`config.mk`:
```
export PLATFORM = sky130hd
export DESIGN_NAME = pulse_frame_receiver
export DESIGN_NICKNAME = d
export VERILOG_FILES = /design/src/rtl/pulse_rx_pkg.sv /design/src/rtl/pulse_rx_shifter.sv /design/src/rtl/pulse_frame_receiver.sv
export SDC_FILE = /design/constraint.sdc
export NUM_CORES = 1
export LEC_CHECK = 0
export ABC_AREA = 0
export BUFFER_PORTS_ARGS = -buffer_cell sky130_fd_sc_hd__buf_2
export CORE_MARGIN = 5
export CORE_UTILIZATION = 52
export CTS_CLUSTER_DIAMETER = 150
export DETAILED_ROUTE_END_ITERATION = 16
export HOLD_SLACK_MARGIN = 0.06
export PLACE_DENSITY = 0.75
export SYNTH_ARGS = -nofsm -noshare
export SYNTH_HDL_FRONTEND = slang
export SYNTH_SLANG_ARGS = --single-unit
```
`constraint.sdc`:
```
create_clock -name clk -period 2.05 [get_ports clk]
set_input_delay 0.1025 -clock clk [delete_from_list [all_inputs] [get_ports clk]]
set_output_delay 0.1025 -clock clk [all_outputs]
set_load 0.01 [all_outputs]
```
`src/rtl/pulse_rx_pkg.sv`:
```
// Shared types and constants for the pulse frame receiver.
// Build option: FRAME_PARITY_EN adds one even-parity bit after the data bits.
`timescale 1ns/1ps
package pulse_rx_pkg;

  typedef enum logic [1:0] {
    IDLE   = 2'd0,
    SHIFT  = 2'd1,
    COMMIT = 2'd2
  } state_t;

  localparam int DEF_NUM_CH  = 4;
  localparam int DEF_COUNT_W = 8;
  localparam int DEF_ADDR_W  = 3;

`ifdef FRAME_PARITY_EN
  localparam int PARITY_BITS = 1;
`else
  localparam int PARITY_BITS = 0;
`endif

  localparam int FRAME_LEN = DEF_COUNT_W + PARITY_BITS;

  // Serial bits following the strobe for a given data width.
  function automatic int frame_len(input int count_w);
    return count_w + PARITY_BITS;
  endfunction

endpackage

```
`src/rtl/pulse_rx_shifter.sv`:
```
// Bit counter, MSB-first shift register and even-parity accumulator for one frame.
// Build option: FRAME_PARITY_EN enables the parity accumulator; otherwise parity_ok is tied high.
`timescale 1ns/1ps
module pulse_rx_shifter
  import pulse_rx_pkg::*;
#(
  parameter int COUNT_W   = DEF_COUNT_W,
  parameter int FRAME_LEN = DEF_COUNT_W
) (
  input  logic               clk,
  input  logic               rst,
  input  logic               start,
  input  logic               shift_en,
  input  logic               serial_in,
  output logic [COUNT_W-1:0] data,
  output logic               last_bit,
  output logic               parity_ok
);

  localparam int CNT_W = $clog2(FRAME_LEN + 1);

  logic [CNT_W-1:0] bit_cnt;

  always_ff @(posedge clk or posedge rst) begin
    if (rst) begin
      bit_cnt <= '0;
      data    <= '0;
    end else if (start) begin
      bit_cnt <= '0;
      data    <= '0;
    end else if (shift_en) begin
      bit_cnt <= bit_cnt + 1'b1;
      // The trailing parity bit, when present, is not part of the count.
      if (bit_cnt < CNT_W'(COUNT_W))
        data <= {data[COUNT_W-2:0], serial_in};
    end
  end

  assign last_bit = (bit_cnt == CNT_W'(FRAME_LEN - 1));

`ifdef FRAME_PARITY_EN
  logic parity;

  always_ff @(posedge clk or posedge rst) begin
    if (rst)
      parity <= 1'b0;
    else if (start)
      parity <= 1'b0;
    else if (shift_en)
      parity <= parity ^ serial_in;
  end

  assign parity_ok = ~parity;
`else
  assign parity_ok = 1'b1;
`endif

endmodule

```
`src/rtl/pulse_frame_receiver.sv`:
```
// Deserializes SL-framed channel counts into a register bank with sticky overflow flags.
// Build option: FRAME_PARITY_EN (even-parity bit after data, checked before commit).
`timescale 1ns/1ps
module pulse_frame_receiver
  import pulse_rx_pkg::*;
#(
  parameter int NUM_CH  = DEF_NUM_CH,
  parameter int COUNT_W = DEF_COUNT_W,
  parameter int ADDR_W  = DEF_ADDR_W
) (
  input  logic               clk,
  input  logic               reset,
  input  logic               serial_in,
  input  logic               sl_in,
  input  logic [ADDR_W-1:0]  addr_in,
  input  logic               ovf_ch_in,
  input  logic               ovf_global_in,
  input  logic               ovf_rtc_in,
  input  logic               clr_flags,
  input  logic [ADDR_W-1:0]  rd_addr,
  output logic [COUNT_W-1:0] rd_count,
  output logic               rd_ovf,
  output logic [NUM_CH-1:0]  new_data,
  output logic               frame_done,
  output logic               frame_err,
  output logic               ovf_global_sticky,
  output logic               ovf_rtc_sticky,
  output logic [1:0]         state_dbg
);

  localparam int FLEN = frame_len(COUNT_W);
  localparam logic [ADDR_W:0] NUM_CH_L = (ADDR_W + 1)'(NUM_CH);

  // Handshake-free stream: sl_in marks a frame start, one data bit per cycle after it.
  state_t              state, state_next;
  logic                start, shift_en, commit;
  logic [ADDR_W-1:0]   lat_addr;
  logic                lat_ovf;
  logic [COUNT_W-1:0]  shift_data;
  logic                last_bit, parity_ok, frame_ok;
  logic [NUM_CH-1:0]   wr_mask;
  logic [COUNT_W-1:0]  count_mem [NUM_CH];
  logic                ovf_mem   [NUM_CH];
  logic [COUNT_W-1:0]  rd_count_next;
  logic                rd_ovf_next;

  pulse_rx_shifter #(
    .COUNT_W   (COUNT_W),
    .FRAME_LEN (FLEN)
  ) u_shifter (
    .clk       (clk),
    .rst       (reset),
    .start     (start),
    .shift_en  (shift_en),
    .serial_in (serial_in),
    .data      (shift_data),
    .last_bit  (last_bit),
    .parity_ok (parity_ok)
  );

  assign frame_ok  = ({1'b0, lat_addr} < NUM_CH_L) && parity_ok;
  assign state_dbg = state;

  always_ff @(posedge clk or posedge reset) begin
    if (reset)
      state <= IDLE;
    else
      state <= state_next;
  end

  always_comb begin
    state_next = state;
    start      = 1'b0;
    shift_en   = 1'b0;
    commit     = 1'b0;
    frame_done = 1'b0;
    frame_err  = 1'b0;
    case (state)
      IDLE: begin
        if (sl_in) begin
          start      = 1'b1;
          state_next = SHIFT;
        end
      end
      SHIFT: begin
        // A strobe mid-frame abandons the partial frame and restarts.
        if (sl_in) begin
          frame_err = 1'b1;
          start     = 1'b1;
        end else begin
          shift_en = 1'b1;
          if (last_bit)
            state_next = COMMIT;
        end
      end
      COMMIT: begin
        if (frame_ok) begin
          commit     = 1'b1;
          frame_done = 1'b1;
        end else begin
          frame_err = 1'b1;
        end
        if (sl_in) begin
          start      = 1'b1;
          state_next = SHIFT;
        end else begin
          state_next = IDLE;
        end
      end
      default: state_next = IDLE;
    endcase
  end

  always_ff @(posedge clk or posedge reset) begin
    if (reset) begin
      lat_addr <= '0;
      lat_ovf  <= 1'b0;
    end else if (start) begin
      lat_addr <= addr_in;
      lat_ovf  <= ovf_ch_in;
    end
  end

  always_comb begin
    wr_mask = '0;
    for (int i = 0; i < NUM_CH; i++)
      if (commit && (lat_addr == ADDR_W'(i)))
        wr_mask[i] = 1'b1;
  end

  always_ff @(posedge clk or posedge reset) begin
    if (reset) begin
      for (int i = 0; i < NUM_CH; i++) begin
        count_mem[i] <= '0;
        ovf_mem[i]   <= 1'b0;
      end
    end else begin
      for (int i = 0; i < NUM_CH; i++) begin
        if (wr_mask[i]) begin
          count_mem[i] <= shift_data;
          ovf_mem[i]   <= lat_ovf;
        end
      end
    end
  end

  // Set beats clear when both land in the same cycle.
  always_ff @(posedge clk or posedge reset) begin
    if (reset) begin
      new_data          <= '0;
      ovf_global_sticky <= 1'b0;
      ovf_rtc_sticky    <= 1'b0;
    end else begin
      new_data          <= (new_data & ~{NUM_CH{clr_flags}}) | wr_mask;
      ovf_global_sticky <= (ovf_global_sticky & ~clr_flags) | ovf_global_in;
      ovf_rtc_sticky    <= (ovf_rtc_sticky & ~clr_flags) | ovf_rtc_in;
    end
  end

  always_comb begin
    rd_count_next = '0;
    rd_ovf_next   = 1'b0;
    for (int i = 0; i < NUM_CH; i++) begin
      if (rd_addr == ADDR_W'(i)) begin
        rd_count_next = count_mem[i];
        rd_ovf_next   = ovf_mem[i];
      end
    end
  end

  // Reads see the bank contents before any same-cycle commit.
  always_ff @(posedge clk or posedge reset) begin
    if (reset) begin
      rd_count <= '0;
      rd_ovf   <= 1'b0;
    end else begin
      rd_count <= rd_count_next;
      rd_ovf   <= rd_ovf_next;
    end
  end

endmodule

```
==> metrics.txt, run 1 <==
hpwl dp=around 3600 um; worst r2r path cells=6; Fin. Hold Viols=0; Tmin final=around 1.8 ns; grt ovf=0; Slew HR=between 70% and 80%; Worst R2R Start=state_dbg[0]; Synth top cells by count=dfrtp_1, mux2_2, inv_1, nor2b_1, nand2_1; fin nets=slightly below 300; CTS max path bufs=2; mux share of post-synthesis cell area=roughly a quarter; Avg WL per Cell=roughly 16 um; ranking of synthesized cells by area=dfrtp_1, mux2_2, mux4_2; top_reg_cell synth=dfrtp_1; DR vias=1869; most frequent cell after synthesis=dfrtp_1; simple-gate portion of the synthesized area=about 8.3%; Sink Count=69; P per Cell Area=between 1000 and 1500 nW/um^2; Leak=~1.8 nW; net switching power=approximately 1.2 mW; power share of the sequential group=46.1%; Placer Congestion=~0.74; R2R Setup Slk=between 0.2 and 0.3 ns; post-synthesis compound-gate area fraction=about 5%; syn nets=240; hold_sp=rd_addr[2]; final cell count without fillers=~350; Final Cell Area=3650 sq um; Post-CTS Setup Inserts=0; TritonCTS clock tree=done; insertion delay to the later sink of the worst-skew pair=~0.34 ns; largest net degree at the start of global routing=70; Final Skew=approximately 0.0066 ns; Post-DRT Antenna Nets=0; CTS Hold Buffers Added=9; count of pins over their slew limit=0; final setup TNS=0 ns; Crit Path Class=flop to flop; First DRT Iteration DRCs=93; Row Count=28; cell internal pwr=around 3.0 mW; endpoint type of the worst setup path=flop; Starting Density=52.8%; cell taking the most area after synthesis=dfrtp_1; io pins=33; Post-Route Utilization=about 63%; dpl cell area=~3300 sq um; Syn. warnings=0; first-pass GRT wire length=approximately 9800 um; Worst-path clk slew=0.07 ns; r2r endpoint=u_shifter.data[1]; initial antenna violation count=0; status=finished clean; Max Fclk=0.565 GHz; TritonRoute pass-1 iters=4; antenna cells=0; Worst Path Required=around 2.3 ns; Post-Synth Adder-Cell Area=under 10%; mapped cell area=3070 sq um; Seq cells post-synth=between 60 and 70; DR vias/cell=5.32; syn avg cell area=about 14 sq um; combinational share of power=a little over a quarter; die height=just under 90 um; RSZ-0062 raised after global routing=no; H-tree levels=3; DIE AREA=between 7000 and 8000 sq um; Placed Instances=approximately 330; Worst-Margin Slew=0.360 ns; DRC viols=0; Clock power frac=approximately 28%; Hold Path End=rd_count[6]; Synth Instances=between 200 and 250; max cap viols=0; FFs w/ async S/R, synth=100%; layout cells sized above 1=40.2%; Switching Fraction=29.0%; xor-xnor portion of the synthesized cell area=0%; classification of the worst-slack hold path=input port to flop; Fin Hold WS=roughly 0.078 ns; die width=about 87 um; root buf cell=clkbuf_8; startpoint class of the critical path=flop; WL final=between 5000 and 6000 um; Setup Viol. Count Final=0; Arrival @ worst endpoint=a little over 2 ns; EDFF count, synth=0; Peak VDD IR=~0.49 mV; fin crit share=around 86%; Overall Global Routing Usage=17.0%; TritonCTS Buffers=9; buffers added on ports=32; number of global-route vias before repair=approximately 2k; Yosys top cell area share=a little under three fifths; main combinational cell family by area after synthesis=multiplexers; Cell variety after synth=32; Layout area overhead=18.8%; post-cts repair resize count=0; Worst Hold Path Cells=2; crit path max fanout=15; part of the Yosys area used for sequential elements=roughly 56%; Core Area=approximately 5800 sq um
kinds of logic (layout without fill, tap and decap cells):
family	after synthesis	count (layout)
DFF	69	69
muxes	59	59
and+or+nand+nor	43	43
buffers and inverters	23	79
AOI/OAI and AO/OA	20	20
adders and majority gates	6	6
power by group through the flow:
stage / sequential [mW] / combinational, mW / clock (mW)
floorplan: 1.92 / 0.791 / 0
finish: 1.92 / 1.10 / 1.14
global route: 1.96 / 1.22 / 1.23
CTS: 1.92 / 1.11 / 1.17
global placement: 1.93 / 1.05 / 0
detailed placement: 1.94 / 1.10 / 0
per-layer routing:
metal  part of all wire, %  up-vias  GRT usage [%]
met5                     0        -              0
met4                   2.0        0           7.22
met3                   2.6       13           2.85
met2                    49       25           27.8
met1                    46      948           22.5
li1                      -      883              -
metrics by stage:
stage	setup slack, ns	total power [mW]
2_1_floorplan	0.0789	2.71
4_1_cts	0.266	4.20
5_1_grt	0.148	4.41
3_3_place_gp	0.337	2.98
6_report	0.280	4.16
3_5_place_dp	0.296	3.04
area by class of cell:
class | count | area (sq um)
Timing Repair Buffer | 49 | 323
Sequential cell | 69 | 1730
Clock inverter | 3 | 42.5
Inverter | 14 | 52.6
Fill cell | 453 | 2170
Tap cell | 75 | 93.8
Clock buffer | 13 | 169
Multi-Input combinational cell | 128 | 1240
how the worst max path moves through the flow:
stage	start	end	slack, ns	cells past startpoint
after floorplan	state_dbg[0]	count_mem[0]	0.08	7
after global placement	state_dbg[0]	u_shifter.data[1]	0.34	6
after detailed placement	state_dbg[0]	count_mem[1]	0.30	6
after CTS	state_dbg[0]	u_shifter.data[1]	0.27	6
after global routing	state_dbg[0]	count_mem[8]	0.15	6
final	state_dbg[0]	u_shifter.data[1]	0.28	6
worst max-delay path: stages (launching register included):
cell      delay (ns)
dfrtp_1         0.38
buf_4           0.20
ha_1            0.28
nand2b_4        0.18
a221oi_4        0.21
buf_4           0.24
mux2i_1         0.21
state kept, by name, summed over array words and instances (netlist names):
register           flops
count_mem             32
new_data               4
lat_ovf                1
lat_addr               3
ovf_global_sticky      1
u_shifter.data         8
ovf_rtc_sticky         1
rd_count               8
ovf_mem                4
rd_ovf                 1
state_dbg              2
u_shifter.bit_cnt      4
placed cells by master (no fill, tap or decap), drive strengths merged, types with 2 or more instances in the layout:
cell type	n
clkbuf	13
dlygate4sd3	9
nor3b	2
mux4	9
nand2	13
mux2i	8
nor2b	14
nor2	3
a21o	5
dfrtp	69
nand3	3
inv	14
a311oi	3
nor3	3
buf	40
mux2	42
nand2b	2
a21oi	5
ha	6
a31oi	2
(Power assumes the default switching activity.)
==> run 2, diff against run 1 <==
CELL_PAD_IN_SITES_DETAIL_PLACEMENT = 1   (was default)
CELL_PAD_IN_SITES_GLOBAL_PLACEMENT = 1   (was default)
CORE_UTILIZATION = 43   (was 52)
PLACE_DENSITY = default   (was 0.75)
PLACE_DENSITY_LB_ADDON = 0.1   (was default)
==> metrics.txt, run 2 (same netlist as run 1, synthesis figures left out) <==
DRC viols=0 (unchanged); Fin. Hold Viols=0 (unchanged); antenna cells=0 (unchanged); Worst-path clk slew=0.08 ns (about the same); first-pass GRT wire length=10700 um (+9.4%); root buf cell=clkbuf_8; critical path, cell by cell=inv_1 > ha_1 > nand2b_1 > nor3_4 > mux2_2; Post-DRT Antenna Nets=0 (unchanged); Starting Density=44.7% (-8.1 points); Largest Register=count_mem; count of pins over their slew limit=0 (unchanged); endpoint type of the worst setup path=flop; most common cell after layout, fill and taps aside=dfrtp_1; most frequent cells in the layout=dfrtp_1, mux2_2, buf_2; critical path depth in cells=5 (-1); CP startpoint=state_dbg[0]; crit path max fanout=10 (-5); worst r2r path cells=5 (-1); buffers added on ports=32 (unchanged); DIE AREA=8930 sq um (+18%); startpoint class of the critical path=flop; Worst Path Required=2.27 ns (-0.03 ns); WP buf/inv=1 (-1); Arrival @ worst endpoint=2.05 ns (+0.03 ns); TritonCTS Buffers=9 (unchanged); fin nets=292 (+0.34%); Crit Path Class=flop to flop; Worst-Margin Slew=0.543 ns (+0.183 ns); First DRT Iteration DRCs=31 (-67%); Final Skew=0.0103 ns (+0.00365 ns); layout cells sized above 1=40.6% (+0.36 points); cell family with the largest share of critical-path delay=simple AND/OR/NAND/NOR gates; io pins=33 (unchanged); max cap viols=0 (unchanged); Slew HR=63.7% (-12 points); insertion delay to the later sink of the worst-skew pair=0.33 ns (about the same); Layout area overhead=19.2%; Worst R2R Start=state_dbg[0]; Placer Congestion=0.694 (-6.0%); Core Area=6870 sq um (+18%); die height=94.5 um (+8.8%); Sink Count=69 (unchanged); status=finished clean; R2R Setup Slk=0.22 ns (-0.06 ns); DR vias=1926 (+3.0%); Row Count=30 (+7.1%); Tmin final=1.83 ns (+0.0642 ns); Setup Viol. Count Final=0 (unchanged); r2r endpoint=count_mem[28]; DR vias/cell=5.18 (-2.8%); fin crit share=89.5% (+3.1 points); Worst path slowest cell=nor3_4; CTS max path bufs=2 (unchanged); P per Cell Area=1130 nW/um^2 (-1.1%); die width=94.5 um (+8.8%); RSZ-0062 raised after global routing=no; grt ovf=0 (unchanged); TritonRoute pass-1 iters=4 (unchanged); Avg WL per Cell=16.9 um (+4.7%); Largest register FFs=32 (unchanged); Leak=1.81 nW (-0.34%); H-tree levels=3 (unchanged); Overall Global Routing Usage=15.8% (-1.2 points); WL final=6300 um (+11%); worst setup path endpoint=count_mem[28]; Peak VDD IR=0.545 mV (+12%); initial antenna violation count=0 (unchanged); leading registers by flop count=count_mem: 32 flops, rd_count: 8 flops, u_shifter.data: 8 flops; Post-CTS Setup Inserts=0 (unchanged); Max Fclk=0.545 GHz (-3.5%); overall power=4.12 mW (-0.82%); classification of the worst-slack hold path=input port to flop; largest net degree at the start of global routing=70 (unchanged); number of global-route vias before repair=2098 (+6.8%); final setup TNS=0 ns (unchanged); hpwl dp=4130 um (+15%); TritonCTS clock tree=done; crit-path max cell delay=0.46 ns (+0.08 ns)
run 2: cell types whose count changed in the layout (fill, tap and decap cells not counted):
cell      before  now
clkbuf_8      12    9
clkinv_2       1    2
clkbuf_1       1    0
clkinv_4       0    2
buf_4          7    8
run 2: worst min-delay path by stage:
stage	from	end	slack [ns]	depth (start not counted)
after global placement	reset	lat_ovf	0.21	3
after detailed placement	reset	lat_addr[1]	0.22	3
after CTS	rd_addr[2]	rd_count[3]	0.08	2
after global routing	rd_addr[2]	rd_count[3]	0.07	2
after floorplan	rd_addr[2]	rd_count[0]	0.17	1
final	rd_addr[2]	rd_count[3]	0.08	2
run 2: metal layers:
layer,global-route usage (%),vias to the layer above,routed length [um]
li1,-,876,-
met1,21.3,1013,2960
met2,25.4,28,3080
met3,3.43,9,163
met4,5.53,0,108
met5,0,-,0
run 2: worst reg2reg max path, stage by stage, from the launching register on:
cell and delay [ns]:
dfrtp_1 0.41, inv_1 0.11, ha_1 0.19, nand2b_1 0.15, nor3_4 0.46, mux2_2 0.40
run 2: layout make-up:
type                       instances  area (sq um)
clock buffer                       9           124
clock inverter                     6          65.1
fill                             702          3210
inverter                          14          52.6
multi-input combinational        128          1240
sequential                        69          1730
tap                               96           120
timing repair buffer              50           330
run 2: timing repair:
action                    4_1_cts  5_1_grt
hold endpoints to repair       77        0
hold buffers                    9        0
gates resized for setup         0        0
run 2: metrics by stage:
step,instances,hold slack [ns],setup slack [ns],cell area [sq um],utilization (%)
global placement,348,0.214,0.297,3380,49.2
floorplan,220,0.168,0.0789,3070,-
global route,372,0.0718,0.0616,3660,53.3
finish,372,0.0790,0.216,3660,53.3
detailed placement,348,0.222,0.189,3380,49.2
CTS,372,0.0758,0.185,3660,53.3
run 2: power breakdown:
group / internal [mW] / leakage, nW / total [mW] / switching (mW)
sequential: 1.69 / 0.926 / 1.94 / 0.245
clock: 0.555 / 0.0950 / 1.08 / 0.522
combinational: 0.611 / 0.788 / 1.11 / 0.498
total: 2.86 / 1.81 / 4.12 / 1.26
==> run 3, diff against run 2 <==
CORE_UTILIZATION = 48   (was 43)
clock period = 2.1 ns   (was 2.05 ns; I/O delays follow)
==> metrics.txt, run 3 (same netlist as run 1, synthesis figures left out) <==
buffers added on ports=32 (unchanged); classification of the worst-slack hold path=input port to flop; status=finished clean; Hold Path End=rd_count[3]; Post-DRT Antenna Nets=0 (unchanged); Worst R2R Start=state_dbg[0]; grt ovf=0 (unchanged); Fin. Hold Viols=0 (unchanged); Top cell by count, worst path=buf_4; Placed Instances=328 (-5.7%); Post-Route Utilization=58.0% (+4.7 points); Tmin final=1.79 ns (-0.0441 ns); final setup margin=0.310 ns (+0.0941 ns); Row Count=29 (-3.3%); fillers=639 (-9.0%); Fin Hold WS=0.0781 ns (-0.000887 ns); RSZ-0062 raised after global routing=no; fin nets=291 (-0.34%); initial antenna violation count=0 (unchanged); WL final=6190 um (-1.9%); Slew HR=75.3% (+12 points); First DRT Iteration DRCs=60 (+94%); DIE AREA=8100 sq um (-9.3%); Peak VDD IR=0.506 mV (-7.2%); crit path max fanout=15 (+5); TritonRoute pass-1 iters=4 (unchanged); post-place setup slack=0.305 ns (+0.117 ns); fin crit share=85.3% (-4.2 points); Final Cell Area=3640 sq um (-0.58%); Arrival @ worst endpoint=2.04 ns (about the same); leading registers by flop count=count_mem: 32 flops, rd_count: 8 flops, u_shifter.data: 8 flops; Crit Path Class=flop to flop; Sink Count=69 (unchanged); most frequent cells in the layout=dfrtp_1, mux2_2, buf_2; count of pins over their slew limit=0 (unchanged); Layout area overhead=18.5%; Worst Path Required=2.35 ns (+0.08 ns); DRC viols=0 (unchanged); Leak=1.81 nW (+0.23%); dpl cell area=3350 sq um (-0.93%); Max Fclk=0.559 GHz (+2.5%); final setup TNS=0 ns (unchanged); Final Skew=0.0138 ns (+0.00351 ns); TritonCTS clock tree=done; most common cell after layout, fill and taps aside=dfrtp_1; r2r endpoint=u_shifter.data[0]; first-pass GRT wire length=10700 um (unchanged); Worst-path clk slew=0.08 ns (about the same); Starting Density=48.9% (+4.2 points); max cap viols=0 (unchanged); P per Cell Area=1110 nW/um^2 (-2.0%); die width=90.0 um (-4.8%); die height=90.0 um (-4.8%); final cell count without fillers=353 (-5.1%); root buf cell=clkbuf_8; DR vias=1897 (-1.5%); crit-path max cell delay=0.38 ns (-0.08 ns); startpoint class of the critical path=flop; largest net degree at the start of global routing=70 (unchanged); TritonCTS Buffers=9 (unchanged); Core Area=6280 sq um (-8.6%); insertion delay to the later sink of the worst-skew pair=0.34 ns (about the same); antenna cells=0 (unchanged); Largest register FFs=32 (unchanged); worst r2r path cells=6 (+1); Placer Congestion=0.756 (+9.0%); Overall Global Routing Usage=16.5% (+0.69 points); Largest Register=count_mem; endpoint type of the worst setup path=flop; overall power=4.02 mW (-2.5%); Setup Viol. Count Final=0 (unchanged); io pins=33 (unchanged); number of global-route vias before repair=2089 (-0.43%); hold_sp=rd_addr[2]; H-tree levels=3 (unchanged); Avg WL per Cell=17.5 um (+3.4%); CTS max path bufs=2 (unchanged); layout cells sized above 1=40.6% (unchanged); Worst-Margin Slew=0.370 ns (-0.174 ns); Worst path slowest cell=dfrtp_1; R2R Setup Slk=0.31 ns (+0.09 ns); critical path, cell by cell=buf_4 > ha_1 > nand2b_4 > a221oi_4 > buf_4 > mux2i_1; hpwl dp=4030 um (-2.4%); DR vias/cell=5.37 (+3.8%); Worst Hold Path Cells=2 (unchanged)
[run 3: changes by cell type in the layout (fill, tap and decap cells not counted), sizes merged]
cell | previous run | this run
clkinv | 4 | 5
clkinvlp | 1 | 0
buf | 41 | 40
inv | 14 | 15
[run 3: final cells by class]
type | instances | area [sq um] | share of cell area, %
sequential | 69 | 1730 | 47.5
inverter | 14 | 52.6 | 1.44
clock inverter | 7 | 75.1 | 2.06
timing repair buffer | 49 | 323 | 8.87
tap | 77 | 96.3 | 2.65
clock buffer | 9 | 124 | 3.40
multi-input combinational | 128 | 1240 | 34.1
[run 3: timing repair]
action	CTS	global route
buffers inserted	0	0
hold endpoints to repair	77	0
gates resized for setup	0	0
hold buffers	9	0
[run 3: how the worst max path moves through the flow]
stage	startpoint	to	slack, ns	cells past startpoint
CTS	state_dbg[0]	u_shifter.data[3]	0.29	6
detailed placement	state_dbg[0]	u_shifter.data[3]	0.31	6
global route	state_dbg[0]	count_mem[14]	0.18	6
finish	state_dbg[0]	u_shifter.data[0]	0.31	6
global placement	state_dbg[0]	count_mem[9]	0.36	6
floorplan	state_dbg[0]	count_mem[0]	0.03	7
[run 3: power breakdown]
group          switching, mW  total [mW]  internal, mW
Sequential             0.227        1.88          1.65
Combinational          0.490        1.07         0.581
Clock                  0.514        1.07         0.554
Total                   1.23        4.02          2.79
[run 3: worst max-delay path: cells and delay by family, from the launching register on]
kind / cells / cell delay [ns]
adders and majority gates: 1 / 0.27
and+or+nand+nor: 1 / 0.17
AOI/OAI and AO/OA: 1 / 0.23
muxes: 1 / 0.23
DFF: 1 / 0.38
buffers and inverters: 2 / 0.43
[run 3: layer usage]
metal | global-route usage (%) | wire [um]
met1 | 22.4 | 2880
met2 | 26.0 | 3010
met3 | 3.51 | 214
met4 | 6.70 | 77
met5 | 0 | 0
